$ cat src/rtl/argmax_fp_if.sv
// Handshake and data bundle between a matmul result producer and argmax_fp.
// The master drives start/in; the slave (argmax_fp) returns the classification result.
interface argmax_fp_if #(
    parameter int S  = 32,
    parameter int N  = 4,
    parameter int IW = (N > 1) ? $clog2(N) : 1
);
    logic          start;
    logic [N*S-1:0] in;
    logic [IW-1:0] idx;
    logic [S-1:0]  max_val;
    logic          busy;
    logic          done;

    modport master (output start, output in, input idx, input max_val, input busy, input done);
    modport slave  (input start, input in, output idx, output max_val, output busy, output done);
endinterface

$ cat src/rtl/argmax_fp.sv
// Serial argmax over a packed float32 vector: one compare per clock, reports index
// and raw bits of the largest element using a total order on the IEEE-754 bit pattern.
module argmax_fp #(
    parameter int S  = 32,
    parameter int N  = 4,
    parameter int IW = (N > 1) ? $clog2(N) : 1
) (
    input  logic        clk,
    input  logic        rst_n,
    argmax_fp_if.slave  bus
);
    localparam int CW = $clog2(N) + 1;

    typedef enum logic [1:0] {
        IDLE = 2'd0,
        SCAN = 2'd1,
        DONE = 2'd2
    } state_t;

    state_t         state_r;
    logic [N*S-1:0] vec_r;
    logic [CW-1:0]  cnt_r;
    logic [IW-1:0]  idx_r;
    logic [S-1:0]   max_r;
    logic           busy_r;
    logic           done_r;
    logic [S-1:0]   cur_s;

    // Map float bits to an unsigned key whose ordering matches numeric ordering
    // (negatives inverted, positives offset above them; -0 sorts just below +0).
    function automatic logic [S-1:0] fp_key(input logic [S-1:0] x);
        logic [S-1:0] k;
        if (x[S-1]) begin
            k = ~x;
        end else begin
            k = {1'b1, x[S-2:0]};
        end
        return k;
    endfunction

    // Element k sits in the k-th most-significant slice; out-of-range reads return zero.
    function automatic logic [S-1:0] elem_at(input logic [N*S-1:0] v, input logic [CW-1:0] k);
        logic [S-1:0] e;
        if (int'(k) < N) begin
            e = v[(N-1-int'(k))*S +: S];
        end else begin
            e = {S{1'b0}};
        end
        return e;
    endfunction

    assign cur_s = elem_at(vec_r, cnt_r);

    // Scan FSM with registered result, busy and done.
    always_ff @(posedge clk) begin
        if (!rst_n) begin
            state_r <= IDLE;
            vec_r   <= {(N*S){1'b0}};
            cnt_r   <= {CW{1'b0}};
            idx_r   <= {IW{1'b0}};
            max_r   <= {S{1'b0}};
            busy_r  <= 1'b0;
            done_r  <= 1'b0;
        end else begin
            case (state_r)
                IDLE, DONE: begin
                    done_r <= 1'b0;
                    if (bus.start) begin
                        vec_r <= bus.in;
                        max_r <= bus.in[N*S-1 -: S];
                        idx_r <= {IW{1'b0}};
                        cnt_r <= CW'(1);
                        if (N == 1) begin
                            state_r <= DONE;
                            done_r  <= 1'b1;
                            busy_r  <= 1'b0;
                        end else begin
                            state_r <= SCAN;
                            busy_r  <= 1'b1;
                        end
                    end else begin
                        state_r <= IDLE;
                        busy_r  <= 1'b0;
                    end
                end
                SCAN: begin
                    // Strict compare keeps the lowest index on ties.
                    if (fp_key(cur_s) > fp_key(max_r)) begin
                        max_r <= cur_s;
                        idx_r <= cnt_r[IW-1:0];
                    end else begin
                        max_r <= max_r;
                        idx_r <= idx_r;
                    end
                    cnt_r <= cnt_r + CW'(1);
                    if (cnt_r == CW'(N-1)) begin
                        state_r <= DONE;
                        done_r  <= 1'b1;
                        busy_r  <= 1'b0;
                    end else begin
                        state_r <= SCAN;
                        done_r  <= 1'b0;
                        busy_r  <= 1'b1;
                    end
                end
                default: begin
                    state_r <= IDLE;
                    busy_r  <= 1'b0;
                    done_r  <= 1'b0;
                end
            endcase
        end
    end

    assign bus.idx     = idx_r;
    assign bus.max_val = max_r;
    assign bus.busy    = busy_r;
    assign bus.done    = done_r;
endmodule

$ cat src/flat_wrapper.sv
// flat-port wrapper written by rule: the top's interface ports become plain ports
module argmax_fp_flat 
#(
    parameter int S  = 32,
    parameter int N  = 4,
    parameter int IW = (N > 1) ? $clog2(N) : 1
)
  (clk, rst_n, bus_start, bus_in, bus_idx, bus_max_val, bus_busy, bus_done);
  argmax_fp_if #(.S(S), .N(N), .IW(IW)) bus_i ();
  input  logic clk;
  input  logic rst_n;
  input wire logic [$bits(bus_i.start)-1:0] bus_start;
  input wire logic [$bits(bus_i.in)-1:0] bus_in;
  output wire logic [$bits(bus_i.idx)-1:0] bus_idx;
  output wire logic [$bits(bus_i.max_val)-1:0] bus_max_val;
  output wire logic [$bits(bus_i.busy)-1:0] bus_busy;
  output wire logic [$bits(bus_i.done)-1:0] bus_done;
  assign bus_i.start = bus_start;
  assign bus_i.in = bus_in;
  assign bus_idx = bus_i.idx;
  assign bus_max_val = bus_i.max_val;
  assign bus_busy = bus_i.busy;
  assign bus_done = bus_i.done;
  argmax_fp #(.S(S), .N(N), .IW(IW)) u_core (.clk(clk), .rst_n(rst_n), .bus(bus_i));
endmodule
$ cat config.mk
export PLATFORM = sky130hd
export DESIGN_NAME = argmax_fp_flat
export DESIGN_NICKNAME = d
export VERILOG_FILES = /design/src/rtl/argmax_fp_if.sv /design/src/rtl/argmax_fp.sv /design/src/flat_wrapper.sv
export SDC_FILE = /design/constraint.sdc
export NUM_CORES = 1
export LEC_CHECK = 0
export ABC_CLOCK_PERIOD_IN_PS = 8100
export BUFFER_PORTS_ARGS = -buffer_cell sky130_fd_sc_hd__buf_4
export CORE_MARGIN = 2
export CORE_UTILIZATION = 59
export DETAILED_ROUTE_END_ITERATION = 16
export MAX_ROUTING_LAYER = met4
export PLACE_DENSITY = 0.85
export SLEW_MARGIN = 20
export SYNTH_ARGS = -nofsm -noshare
export SYNTH_HDL_FRONTEND = slang
export SYNTH_SLANG_ARGS = --single-unit
$ cat constraint.sdc
create_clock -name clk -period 8.1 [get_ports clk]
set_clock_uncertainty 0.1 [all_clocks]
set_input_delay 0.81 -clock clk [delete_from_list [all_inputs] [get_ports clk]]
set_output_delay 0.81 -clock clk [all_outputs]
set_load 0.01 [all_outputs]
==> impl_metrics.csv <==
group,metric,value,unit
setup_path,r2r_cells,12,
pwr,ir_drop,0.000178,V
global_routing,grt_max_degree,100,
logic_synthesis,yosys_warnings,0,
placement,post-dp-hpwl,15600,um
logic_synthesis,ys_top_cells_by_count,"327 x nand2_1, 168 x dfxtp_1, 142 x a21oi_1",
clocking,clk_pin_slew,0.06,ns
clocking,cts.path.max_buffers,2,
min_path,hold_path_depth,2,
logic_synthesis,postSynthAreaPerCell,8.50,um^2
setup_path,arrival,4.72,ns
sta,min_period_over_period,55.3,%
setup_path,path_cells,"buf_4, mux4_2, xnor2_1, nor2_1, ha_1, nand4_1, nor4_1, a21o_1, a21oi_2, nor3_4, buf_4, mux2i_1",
setup_path,reg2reg_from,"u_core.cnt_r[0]$_SDFFE_PN0P_",
sta,slew_violations,0,
floorplan,dieWidth,124,um
sta,finalSetupTns,0,ns
logic_synthesis,synth_top_area_share,39.7,%
setup_path,critPathTopFamily,"multiplexers",
global_routing,grt_pass1_vias,6825,
setup_path,cp-end-kind,"flop",
clocking,h-tree-depth,4,
sta,whs,0.354,ns
clocking,cts_hold_buf,0,
pwr,leakagePower,0.00420,uW
routing,ant_nets,0,
clocking,cts_resized,0,
min_path,hold_path.class,"flop to flop",
placement,portBuffers,166,
min_path,min_to,"u_core.vec_r[60]$_SDFFE_PN0P_",
global_routing,grtUsageTotal,30.3,%
placement,place_congestion,0.954,
run_status,status,"finished, final reports clean",
floorplan,rows,43,
layout,n_fill_cell,1048,
routing,route.detailed.drc,0,
clocking,cts_sinks,168,
layout,syn_to_final_growth,20.5,%
global_routing,grt_antenna_before_repair,0,
logic_synthesis,netlist_top_cells_area,"dfxtp_1 40%, nand2_1 14%, mux4_2 8.5%",
layout,seq_area,3370,um^2
layout,n_antenna_cell,0,
min_path,hold_path.startpoint,"u_core.vec_r[60]$_SDFFE_PN0P_",
clocking,root_buffer,"clkbuf_16",
logic_synthesis,yosysTopAreaCell,"dfxtp_1",
sta,relSlewSlack,30.8,%
setup_path,cpMaxStageDelayCell,"mux4_2",
floorplan,die-area,15300,um^2
setup_path,criticalPathCategory,"flop to flop",
setup_path,cp_max_fo,36,
logic_synthesis,ys_seq_elements,168,
sta,finalSetupViolations,0,
clocking,clk_latency,0.42,ns
routing,drt-total-wl,22200,um
logic_synthesis,synthesis.area,8480,um^2
routing,drtIter0Drc,714,
logic_synthesis,seq_area_frac_synth,39.7,%
logic_synthesis,syn_inst,998,
sta,period_minus_slack,4.48,ns
global_routing,grt_pass1_wl,34500,um
logic_synthesis,synth_edf_count,0,
setup_path,r2r_end,"u_core.bus.max_val[10]$_SDFFE_PN0P_",
routing,first_pass_iters,7,
sta,tightest_slew,1.04,ns
layout,multi_input_area,4770,um^2
clocking,cts_tree,"done",
logic_synthesis,ys.flop_type,"dfxtp_1",
routing,via_per_inst,5.69,
logic_synthesis,ys_types,45,
floorplan,initial_core_util,60.8,%
routing,wl_per_cell,17.1,um
sta,hold_viol_final,0,
logic_synthesis,synthMostInstantiatedCell,"nand2_1",
floorplan,dieHeight,124,um
setup_path,cpMostUsedCell,"buf_4",
setup_path,r2r_slack,3.62,ns
sta,fmax,0.223,GHz
setup_path,critPathLaunchType,"flop",
routing,vias,7414,
pwr,power_density,222,nW/um^2
layout,drive_gt1_share,22.3,%
clocking,cts_setup_buffers,0,
logic_synthesis,syn-num-nets,1163,
setup_path,critPathBufInv,2,
global_routing,grt_overflow,0,
floorplan,io_pins,167,
logic_synthesis,async_flop_share,0,%
setup_path,crit_required,8.35,ns
setup_path,max_stage_delay,1.00,ns
sta,grt_setup_unrepaired,"false",
flow_run,cap_viol_max_count,0,
clocking,numCtsBuffers,17,
layout,final_nets,1276,
floorplan,core-area,13900,um^2
[cell type report]
cell class | count | share of cell area, %
Sequential cell | 168 | 33.0
Clock inverter | 10 | 0.686
Timing Repair Buffer | 175 | 12.9
Tap cell | 180 | 2.21
Clock buffer | 21 | 4.51
Inverter | 2 | 0.0980
Multi-Input combinational cell | 747 | 46.7
[metrics by stage]
stage               utilization (%)  cell area [um^2]  setup WS, ns  total power [uW]  std cells
detailed placement             69.5              9680          3.61              1540       1272
global placement               69.5              9680          3.71              1530       1272
finish                         73.3             10200          3.62              2270       1303
floorplan                         -              8480          4.68              1370        998
global route                   73.3             10200          3.28              2370       1303
CTS                            73.3             10200          3.60              2280       1303
[worst min-delay path, stage by stage (launching register included)]
cell and delay, ns:
dfxtp_1 0.31, nand2_1 0.05, a21oi_1 0.05
[cell families (layout without fill, tap and decap cells)]
kind of cell | Yosys count | after routing | share of synthesized area, %
buffers and inverters | 83 | 208 | 4.31
AOI/OAI and AO/OA | 196 | 196 | 13.7
adders and majority gates | 34 | 34 | 5.02
DFF | 168 | 168 | 39.7
muxes | 63 | 63 | 12.2
xor gates and xnor gates | 62 | 62 | 6.40
and+or+nand+nor | 392 | 392 | 18.7
[how the worst max path moves through the flow]
stage	from	to	slack, ns	cells after the start
floorplan	u_core.cnt_r[0]$_SDFFE_PN0P_	u_core.bus.max_val[10]$_SDFFE_PN0P_	4.68	14
global placement	u_core.cnt_r[0]$_SDFFE_PN0P_	u_core.bus.max_val[1]$_SDFFE_PN0P_	3.71	12
detailed placement	u_core.cnt_r[0]$_SDFFE_PN0P_	u_core.bus.max_val[10]$_SDFFE_PN0P_	3.61	12
CTS	u_core.cnt_r[0]$_SDFFE_PN0P_	u_core.bus.max_val[2]$_SDFFE_PN0P_	3.60	12
global route	u_core.cnt_r[0]$_SDFFE_PN0P_	u_core.bus.max_val[29]$_SDFFE_PN0P_	3.28	12
finish	u_core.cnt_r[0]$_SDFFE_PN0P_	u_core.bus.max_val[10]$_SDFFE_PN0P_	3.62	12
[layout by cell type, fill, tap and decap left out, types with 2 or more instances in the layout]
cell type	synthesis	layout
mux2i_1	31	31
a22o_1	31	31
mux4_2	32	32
dfxtp_1	168	165
clkinv_2	0	4
o211ai_1	3	3
clkbuf_1	63	2
ha_1	34	34
nand2_1	327	327
clkbuf_16	0	17
a21oi_1	142	142
o31ai_1	2	2
buf_4	2	175
clkbuf_8	0	2
clkinvlp_4	0	2
nand4_1	7	7
a211oi_1	4	4
a21o_1	2	2
and3_1	2	2
o21ai_0	2	2
dfxtp_2	0	3
nor2_1	38	37
inv_6	0	3
xnor2_1	60	60
nor2b_1	3	2
nand3_1	4	4
xor2_1	2	2
nand4b_1	2	2
[state kept, by name, indices dropped and copies added, names as in the netlist]
signal / count
u_core.bus.done: 1
u_core.bus.idx: 2
u_core.bus.max_val: 32
u_core.cnt_r: 3
u_core.state_r: 2
u_core.vec_r: 128
[power breakdown]
| group | switching [uW] | total [uW] | internal, uW |
|---|---|---|---|
| Combinational | 316 | 593 | 277 |
| Clock | 332 | 740 | 408 |
| Sequential | 53.0 | 939 | 886 |
[layer usage]
metal	track usage, %	wire (um)	up-vias	share of wire, %
met2	45.1	10300	300	46
met1	43.0	9790	3466	44
met4	9.38	405	0	1.8
met3	4.03	1750	31	7.9
met5	-	0	-	0
li1	-	-	3617	-
No activity file was read; power rests on OpenSTA's default activity.
